File: src/rtl/uart_echo_fifo.sv
// UART loopback: checked RX frames are buffered in a FIFO and retransmitted on uart_txd.
// RX and TX each latch baud_sel at their own frame start.
module uart_echo_fifo #(
    parameter int CLK_FREQ   = 50000000,
    parameter int DATA_BITS  = 8,
    parameter int PARITY     = 0,
    parameter int STOP_BITS  = 1,
    parameter int FIFO_DEPTH = 16
) (
    input  logic                         clk,
    input  logic                         rst,
    input  logic [1:0]                   baud_sel,
    input  logic                         uart_rxd,
    output logic                         uart_txd,
    output logic [DATA_BITS-1:0]         rx_dout,
    output logic                         rx_vld,
    output logic                         tx_busy,
    output logic                         frame_err,
    output logic                         parity_err,
    output logic                         ovf,
    output logic [$clog2(FIFO_DEPTH):0]  fifo_cnt
);
    localparam int AW      = $clog2(FIFO_DEPTH);
    localparam int PW      = AW + 1;
    localparam int CW      = $clog2(CLK_FREQ / 9600 + 1);
    localparam int HAS_PAR = (PARITY != 0) ? 1 : 0;
    localparam int TX_BITS = 1 + DATA_BITS + HAS_PAR + STOP_BITS;
    localparam int BW      = $clog2(TX_BITS);

    function automatic logic [CW-1:0] div_of(input logic [1:0] sel);
        case (sel)
            2'd0:    return CW'(CLK_FREQ / 9600);
            2'd1:    return CW'(CLK_FREQ / 19200);
            2'd2:    return CW'(CLK_FREQ / 57600);
            default: return CW'(CLK_FREQ / 115200);
        endcase
    endfunction

    function automatic logic par_of(input logic [DATA_BITS-1:0] d);
        return (^d) ^ (PARITY == 1);
    endfunction

    typedef enum logic [2:0] {R_IDLE, R_START, R_DATA, R_PAR, R_STOP} rx_state_t;
    typedef enum logic {T_IDLE, T_SEND} tx_state_t;

    rx_state_t              rx_st, rx_nxt;
    logic                   rx_s1, rx_s2, rx_s3;
    logic [CW-1:0]          rx_div, rx_cnt, rx_tgt;
    logic [BW-1:0]          rx_bit;
    logic [DATA_BITS-1:0]   rx_sh;
    logic                   rx_par, rx_tick, rx_fall, stop_smp, bad_par, good;

    tx_state_t              tx_st, tx_nxt;
    logic [CW-1:0]          tx_div, tx_cnt;
    logic [BW-1:0]          tx_bit;
    logic [TX_BITS-1:0]     tx_sh, frame;
    logic                   tx_tick, tx_last;

    logic [DATA_BITS-1:0]   mem [FIFO_DEPTH];
    logic [PW-1:0]          wr_ptr, rd_ptr;
    logic [DATA_BITS-1:0]   head;
    logic                   push, pop, full;

    assign fifo_cnt = wr_ptr - rd_ptr;

    // ---------------- RX ----------------
    always_comb begin
        rx_nxt  = rx_st;
        rx_tgt  = (rx_st == R_START) ? (rx_div >> 1) : rx_div;
        rx_tick = (rx_cnt == rx_tgt - CW'(1));
        rx_fall = rx_s3 & ~rx_s2;
        case (rx_st)
            R_IDLE:  if (rx_fall) rx_nxt = R_START;
            R_START: if (rx_tick) rx_nxt = rx_s2 ? R_IDLE : R_DATA;
            R_DATA:  if (rx_tick && rx_bit == BW'(DATA_BITS - 1))
                         rx_nxt = (HAS_PAR != 0) ? R_PAR : R_STOP;
            R_PAR:   if (rx_tick) rx_nxt = R_STOP;
            R_STOP:  if (rx_tick) rx_nxt = R_IDLE;
            default: rx_nxt = R_IDLE;
        endcase
        stop_smp = (rx_st == R_STOP) && rx_tick;
        bad_par  = (HAS_PAR != 0) && (rx_par != par_of(rx_sh));
        good     = stop_smp && rx_s2 && !bad_par;
    end

    always_ff @(posedge clk) begin
        if (rst) begin
            rx_s1 <= 1'b1; rx_s2 <= 1'b1; rx_s3 <= 1'b1;
            rx_st <= R_IDLE;
            rx_cnt <= '0; rx_bit <= '0; rx_sh <= '0; rx_par <= 1'b0;
            rx_div <= div_of(2'd3);
            rx_dout <= '0; rx_vld <= 1'b0;
            frame_err <= 1'b0; parity_err <= 1'b0; ovf <= 1'b0;
        end else begin
            rx_s1 <= uart_rxd; rx_s2 <= rx_s1; rx_s3 <= rx_s2;
            rx_st <= rx_nxt;
            // frame error takes priority over parity error
            rx_vld     <= good;
            frame_err  <= stop_smp && !rx_s2;
            parity_err <= stop_smp && rx_s2 && bad_par;
            ovf        <= good && !push;
            if (good) rx_dout <= rx_sh;
            if (rx_st == R_IDLE) begin
                rx_cnt <= '0;
                rx_bit <= '0;
                if (rx_fall) rx_div <= div_of(baud_sel);
            end else if (rx_tick) begin
                rx_cnt <= '0;
                if (rx_st == R_DATA) begin
                    rx_sh  <= {rx_s2, rx_sh[DATA_BITS-1:1]};
                    rx_bit <= rx_bit + BW'(1);
                end
                if (rx_st == R_PAR) rx_par <= rx_s2;
            end else begin
                rx_cnt <= rx_cnt + CW'(1);
            end
        end
    end

    // ---------------- FIFO ----------------
    always_comb begin
        head = mem[rd_ptr[AW-1:0]];
        full = (fifo_cnt == PW'(FIFO_DEPTH));
        pop  = (fifo_cnt != '0) && ((tx_st == T_IDLE) || tx_last);
        push = good && (!full || pop);
    end

    always_ff @(posedge clk) begin
        if (push) mem[wr_ptr[AW-1:0]] <= rx_sh;
    end

    always_ff @(posedge clk) begin
        if (rst) begin
            wr_ptr <= '0;
            rd_ptr <= '0;
        end else begin
            if (push) wr_ptr <= wr_ptr + PW'(1);
            if (pop)  rd_ptr <= rd_ptr + PW'(1);
        end
    end

    // ---------------- TX ----------------
    // whole frame (start, data, parity, stops) is shifted out LSB first
    always_comb begin
        tx_nxt  = tx_st;
        tx_tick = (tx_cnt == tx_div - CW'(1));
        tx_last = (tx_st == T_SEND) && tx_tick && (tx_bit == BW'(TX_BITS - 1));
        case (tx_st)
            T_IDLE:  if (pop) tx_nxt = T_SEND;
            T_SEND:  if (tx_last && !pop) tx_nxt = T_IDLE;
            default: tx_nxt = T_IDLE;
        endcase
        frame                 = '1;
        frame[0]              = 1'b0;
        frame[DATA_BITS:1]    = head;
        if (HAS_PAR != 0) frame[DATA_BITS+1] = par_of(head);
    end

    always_ff @(posedge clk) begin
        if (rst) begin
            tx_st <= T_IDLE;
            tx_cnt <= '0; tx_bit <= '0; tx_sh <= '1;
            tx_div <= div_of(2'd3);
            tx_busy <= 1'b0;
            uart_txd <= 1'b1;
        end else begin
            tx_st    <= tx_nxt;
            uart_txd <= (tx_st == T_SEND) ? tx_sh[0] : 1'b1;
            if (pop) begin
                tx_sh   <= frame;
                tx_div  <= div_of(baud_sel);
                tx_cnt  <= '0;
                tx_bit  <= '0;
                tx_busy <= 1'b1;
            end else if (tx_st == T_SEND) begin
                if (tx_last) begin
                    tx_busy <= 1'b0;
                    tx_cnt  <= '0;
                end else if (tx_tick) begin
                    tx_cnt <= '0;
                    tx_bit <= tx_bit + BW'(1);
                    tx_sh  <= {1'b1, tx_sh[TX_BITS-1:1]};
                end else begin
                    tx_cnt <= tx_cnt + CW'(1);
                end
            end
        end
    end
endmodule

File: config.mk
export PLATFORM = sky130hd
export DESIGN_NAME = uart_echo_fifo
export DESIGN_NICKNAME = d
export VERILOG_FILES = /design/src/rtl/uart_echo_fifo.sv
export SDC_FILE = /design/constraint.sdc
export NUM_CORES = 1
export LEC_CHECK = 0
export CAP_MARGIN = 20
export CORE_AREA = 3 3 170 188
export DETAILED_ROUTE_END_ITERATION = 7
export DIE_AREA = 0 0 173 191
export PLACE_DENSITY = 0.54
export SYNTH_ARGS = -nofsm -noshare
export SYNTH_HDL_FRONTEND = slang
export SYNTH_SLANG_ARGS = --single-unit
File: constraint.sdc
create_clock -name clk -period 12.31 [get_ports clk]
set_input_delay 3.0775 -clock clk [delete_from_list [all_inputs] [get_ports clk]]
set_output_delay 3.0775 -clock clk [all_outputs]
set_load 0.02 [all_outputs]
==> metrics.cfg, run 1 <==
[status]
status = finished, final reports clean

[flow_run]
cap_violations = 0

[timing]
max_freq_mhz = 168.9
setup_slack_ps = 6390
tightest_slew_ps = 774.6
rsz0062_at_grt = no
max_slew_margin_pct = 48.36
post-route-min-period_ps = 5920
whs_ps = 410.1
slew_viol_final = 0
finalCritPeriodShare_pct = 48.09
tns_ps = 0
setup_viol = 0
clock-skew-final_ps = 17.47
hold_violations = 0

[logic_synthesis]
synth_cell_types = 74
syn_nets = 889
yosysWarnings = 0
synthTopCellsByCount = 128 x edfxtp_1, 103 x dfxtp_1, 102 x nor2_1
synth_top_area_share_pct = 36.54
async_flop_share_pct = 0
ys.flop_type = edfxtp_1
synth_most_common_cell = edfxtp_1
yosys.area.top_type = edfxtp_1
synth_top_cells_by_area = edfxtp_1 37%, dfxtp_1 20%, mux4_2 8.6%, nor2_1 3.6%, mux2i_1 3.0%
avgSynthCellArea_um2 = 12.22
synthCells = 861
synth_seq_area_share_pct = 56.14
ys_ff_latch = 231
synth_edf_count = 128
synthesis.area_mm2 = 0.01052

[setup_path]
ff2ff_setup_slack_ps = 7120
path_max_fanout = 5
crit_path_end_kind = primary output
path_class = flop to primary output
critPathRequiredTime_ps = 9230
arrival_ps = 2840
start_kind = flop

[clock_network]
cts_buffers = 25
cts_root_buffer = clkbuf_16
cts_hold_buf = 0
tritoncts = yes
cts.path.max_buffers = 3
ctsResizeCount = 0
clk_pin_slew_ps = 60
cts_max_level = 1
post-cts-setup-buffer-count = 0
worstSkewPairLatency_ps = 520
cts.sinks = 231

[final_layout]
finalNonFillerCells = 1298
area_growth_pct = 13.54
antennaDiodeCount = 0
layout-drive-gt1-share_pct = 12.90
finalNetCount = 893

[global_route]
antenna_found_initial = 0
grt_usage_pct = 13.38
grt-ovfl-total = 0
grt_pass1_wl_mm = 36.07
grt_max_degree = 75
grt_pass1_vias = 6511

[drt]
dr.pass1.iters = 5
drtAntennaViolNets = 0
drt-vias-per-instance = 5.055
met2_length_mm = 10.94
routed.top_layer = met4
wirelength_mm = 22.28
wire_per_inst_um = 17.16
drc_errors = 0
drt_iter0_drc = 398
wl_met3_um = 832
met1_length_mm = 10.07
dr_total_vias = 6561

[floorplanning]
ioPinCount = 24
start_util_pct = 34.67
die-area_mm2 = 0.03304
die_h_um = 191
rows = 67
die_w_um = 173
core_mm2 = 0.03035

[pwr]
switching_power_w = 0.0005379
seq_power_share_pct = 44.0
internal_power_w = 0.001470
max-vdd-ir-drop_v = 0.00009139
p_comb_share_pct = 18.5
netSwitchingFraction_pct = 26.79
power.leakage_nw = 4.022
p_per_area_mw_per_mm2 = 168.1
pwr-share-clk_pct = 37.5

[placed_design]
gp_congestion = 0.7615
dp.cells = 1252
hpwl_mm = 14.44
place_ws_ps = 6878
portBuffers = 22

[hold_path]
hold_class = flop to flop

through the flow:
step                      cell area [um^2]  util, %  total power [W]
final                                11940    39.36         0.002008
after global routing                 11940    39.36         0.002105
after CTS                            11940    39.36         0.002037
after detailed placement             11110    36.60         0.001274
after global placement               11110    36.60         0.001274
after floorplan                      10520        -         0.001173
worst max-delay path, cell delays in order (launching register included):
cell and delay, ps:
dfxtp_1 390, inv_1 110, ha_1 230, fa_1 400, inv_1 70, a21o_1 100
a21oi_1 70, xnor2_1 270, clkdlybuf4s50_1 680
layer usage:
layer  vias to the layer above  global-route usage [%]
met5                         -                       0
met2                       110                   23.29
met1                      3227                   17.68
li1                       3186                       -
met3                        38                   1.986
met4                         0                   3.213
power groups by stage:
stage                     combinational, W  clock [W]  sequential [W]
after floorplan                   0.000296          0        0.000877
after global placement            0.000375          0        0.000900
after detailed placement          0.000374          0        0.000899
after CTS                         0.000377   0.000777        0.000883
after global routing              0.000407   0.000808        0.000890
final                             0.000371   0.000754        0.000883
worst paths after layout:
check             startpoint          end  cells past startpoint
setup / recovery   wr_ptr[0]  fifo_cnt[4]                      8
hold / removal         rx_s1        rx_s2                      1
setup reg to reg    rx_st[0]    mem[8][5]                     11
hold reg to reg        rx_s1        rx_s2                      1
state kept, by name, indices dropped and copies added, names as in the netlist, 5 cells and up, named ones only:
| signal | count |
|---|---|
| mem | 128 |
| tx_sh | 9 |
| rx_cnt | 13 |
| tx_div | 9 |
| tx_cnt | 13 |
| wr_ptr | 5 |
| rx_div | 9 |
| rx_dout | 8 |
| rd_ptr | 5 |
| rx_sh | 8 |
layout make-up:
cell class              count  area, um^2
clock buffers              37       724.4
clock inverters             9       112.6
multi-input cells         546        4294
well taps                 414       518.0
fillers                  2891       18400
flip-flops and latches    231        5907
repair buffers             29       267.8
inverters                  32       120.1
cells in the final DEF, fill, tap and decap left out, types with 21 or more instances in the layout:
cell             synthesis  routed
edfxtp_1               128     128
nor2_1                 102     102
dfxtp_1                103     102
mux4_2                  40      40
nand2_1                 35      35
xnor2_1                 33      33
inv_1                   32      32
mux2i_1                 32      32
nor3_1                  26      26
clkbuf_16                0      26
a21oi_1                 25      24
xor2_1                  22      22
and3_1                  22      22
ha_1                    22      22
o21ai_0                 21      21
clkdlybuf4s50_1          0      21
logic make-up (layout without fill, tap and decap cells):
| family | Yosys count | count (layout) | share of synthesized area [%] |
|---|---|---|---|
| simple gates | 298 | 298 | 15.13 |
| other cells | 1 | 1 | 0.03565 |
| fa+ha+maj | 23 | 23 | 2.807 |
| buf+inv | 84 | 107 | 3.140 |
| xor+xnor | 56 | 56 | 4.793 |
| flops | 231 | 231 | 56.14 |
| mux | 76 | 76 | 12.04 |
| compound gates | 92 | 92 | 5.923 |
No activity file was read; power rests on OpenSTA's default activity.
==> run 2: changes to the inputs <==
==> constraint.sdc (replaced) <==
create_clock -name clk -period 5.8 [get_ports clk]
set_input_delay 1.45 -clock clk [delete_from_list [all_inputs] [get_ports clk]]
set_output_delay 1.45 -clock clk [all_outputs]
set_load 0.02 [all_outputs]
==> run 2 against run 1 <==
Against the previous run:
- global-route usage grew 0.89 points
- clock power grew 120%
- first-iteration DRC count grew 32%
- register-to-register slack lost 6100 ps
- final cell count is essentially flat
- via count grew 0.14%
- clock skew shrank 3.8 ps
- critical path depth grew 4
- sequential power grew 120%
- critical endpoint is now mem[5][7]
- largest cell class unchanged
==> metrics.cfg, run 2 (synthesis results as in run 1) <==
[status]
status = finished, final reports clean

[global_route]
grt_pass1_vias = 6516  ; +0.077%
antenna_found_initial = 0  ; unchanged
grt-ovfl-total = 0  ; unchanged
grt_max_degree = 74  ; -1.3%
grt_pass1_wl_mm = 37.76  ; +4.7%
grt_usage_pct = 14.26  ; +0.89 points

[floorplanning]
core_mm2 = 0.03035  ; unchanged
ioPinCount = 24  ; unchanged
die_w_um = 173  ; unchanged
die_h_um = 191  ; unchanged
start_util_pct = 34.67  ; unchanged
die-area_mm2 = 0.03304  ; unchanged
rows = 67  ; unchanged

[setup_path]
ff2ff_setup_slack_ps = 990  ; -6130 ps
crit_path_end_kind = flop
path_max_fanout = 16  ; +11
path_buf_inv = 1  ; -2
cpPeakStageDelay_ps = 670  ; about the same
arrival_ps = 4990  ; +2150 ps
critPathRequiredTime_ps = 5980  ; -3250 ps
ff2ff_path_depth = 12  ; +1
start_kind = flop
path_cells = or3b_1 > a21oi_1 > ha_1 > or4b_1 > o211a_1 > a211o_1 > xnor2_1 > nand4_2 > or3_1 > nor2_1 > buf_4 > and3_1
r2r-end = mem[5][7]
path_delay_family = simple AND/OR/NAND/NOR gates
path_class = flop to flop
startpoint = rx_st[0]
slowest_stage = or3b_1
r2r_start = rx_st[0]

[clock_network]
clk_pin_slew_ps = 60  ; about the same
cts_root_buffer = clkbuf_16
cts.path.max_buffers = 3  ; unchanged
cts_buffers = 25  ; unchanged
ctsResizeCount = 0  ; unchanged
post-cts-setup-buffer-count = 0  ; unchanged
worstSkewPairLatency_ps = 530  ; about the same
tritoncts = yes
cts_max_level = 1  ; unchanged
cts.sinks = 231  ; unchanged
cts_hold_buf = 0  ; unchanged

[timing]
slew_viol_final = 0  ; unchanged
max_slew_margin_pct = 36.08  ; -12 points
max_freq_mhz = 207.8
rsz0062_at_grt = no
tightest_slew_ps = 957.5  ; +182.9 ps
hold_violations = 0  ; unchanged
setup_viol = 0  ; unchanged
setup_slack_ps = 988.3  ; -5401 ps
clock-skew-final_ps = 13.64  ; -3.835 ps
finalCritPeriodShare_pct = 82.96
post-route-min-period_ps = 4812
tns_ps = 0  ; unchanged

[drt]
dr.pass1.iters = 4  ; -1
dr_total_vias = 6570  ; +0.14%
drt-vias-per-instance = 5.058  ; about the same
drtAntennaViolNets = 0  ; unchanged
wirelength_mm = 23.41  ; +5.1%
wire_per_inst_um = 18.02  ; +5.0%
drc_errors = 0  ; unchanged
drt_iter0_drc = 525  ; +32%

[final_layout]
area.sequential_mm2 = 0.005907  ; unchanged
mostFrequentLayoutCells = 128 x edfxtp_1, 102 x nor2_1, 102 x dfxtp_1
largest_reg_flops = 128  ; unchanged
finalNetCount = 894  ; +0.11%
antennaDiodeCount = 0  ; unchanged
multi_input_area_mm2 = 0.004294  ; unchanged
area_growth_pct = 14.02
finalNonFillerCells = 1299  ; +0.077%
num-fill-cells = 2908  ; +0.59%
final_common_cell = edfxtp_1
layout-drive-gt1-share_pct = 13.11  ; +0.21 points

[flow_run]
cap_violations = 0  ; unchanged

[hold_path]
whs_path_depth = 1  ; unchanged
min_to = rx_s2
min_from = rx_s1
hold_class = flop to flop

[pwr]
power.leakage_nw = 4.052  ; +0.73%
max-vdd-ir-drop_v = 0.0002287  ; +150%
p_per_area_mw_per_mm2 = 360.7  ; +110%

[placed_design]
hpwl_mm = 15.71  ; +8.8%
place_ws_ps = 916.2  ; -5961 ps
gp_congestion = 0.8075  ; +6.0%
dp.cells = 1252  ; unchanged
portBuffers = 22  ; unchanged

[run 2: cell types whose count changed in the layout (fill, tap and decap cells not counted), sizes merged]
cell,before,now
clkinvlp,4,3
bufinv,2,5
buf,8,9
clkinv,2,10
clkbuf,37,27
[run 2: how the worst max path moves through the flow]
| stage | end | slack [ps] | depth (start not counted) |
|---|---|---|---|
| 6_report | mem[5][7] | 990 | 12 |
| 4_1_cts | mem[5][7] | 910 | 12 |
| 2_1_floorplan | mem[15][0] | 1550 | 13 |
| 3_5_place_dp | mem[5][6] | 920 | 12 |
| 5_1_grt | mem[10][3] | 650 | 13 |
| 3_3_place_gp | mem[12][2] | 1010 | 12 |
[run 2: area by class of cell]
| class | instances | share of cell area (%) |
|---|---|---|
| multi-input cells | 546 | 35.80 |
| clock inverters | 19 | 1.930 |
| well taps | 414 | 4.318 |
| inverters | 32 | 1.001 |
| clock buffers | 27 | 5.278 |
| repair buffers | 30 | 2.430 |
| flip-flops and latches | 231 | 49.24 |
[run 2: stage by stage]
stage / hold slack, ps / utilization [%] / total power [W] / instance area [um^2]
finish: 406.1 / 39.53 / 0.004327 / 12000
detailed placement: 392.3 / 36.64 / 0.002707 / 11120
global placement: 391.2 / 36.58 / 0.002695 / 11100
global route: 418.4 / 39.53 / 0.004539 / 12000
floorplan: 389.5 / - / 0.002490 / 10520
CTS: 407.0 / 39.49 / 0.004385 / 11980
[run 2: layer usage]
layer	vias to the layer above	routed length [um]	share of wire, %	GRT usage (%)
met5	-	0	0	0
met4	0	410	1.8	3.213
met3	26	890	3.8	2.145
li1	3188	-	-	-
met2	123	11430	49	23.88
met1	3233	10680	46	19.72
[run 2: power breakdown]
| part | switching [W] | internal, W |
|---|---|---|
| registers | 0.000118 | 0.00178 |
| logic | 0.000379 | 0.000389 |
| clock network | 0.000649 | 0.00101 |
| total | 0.00115 | 0.00318 |
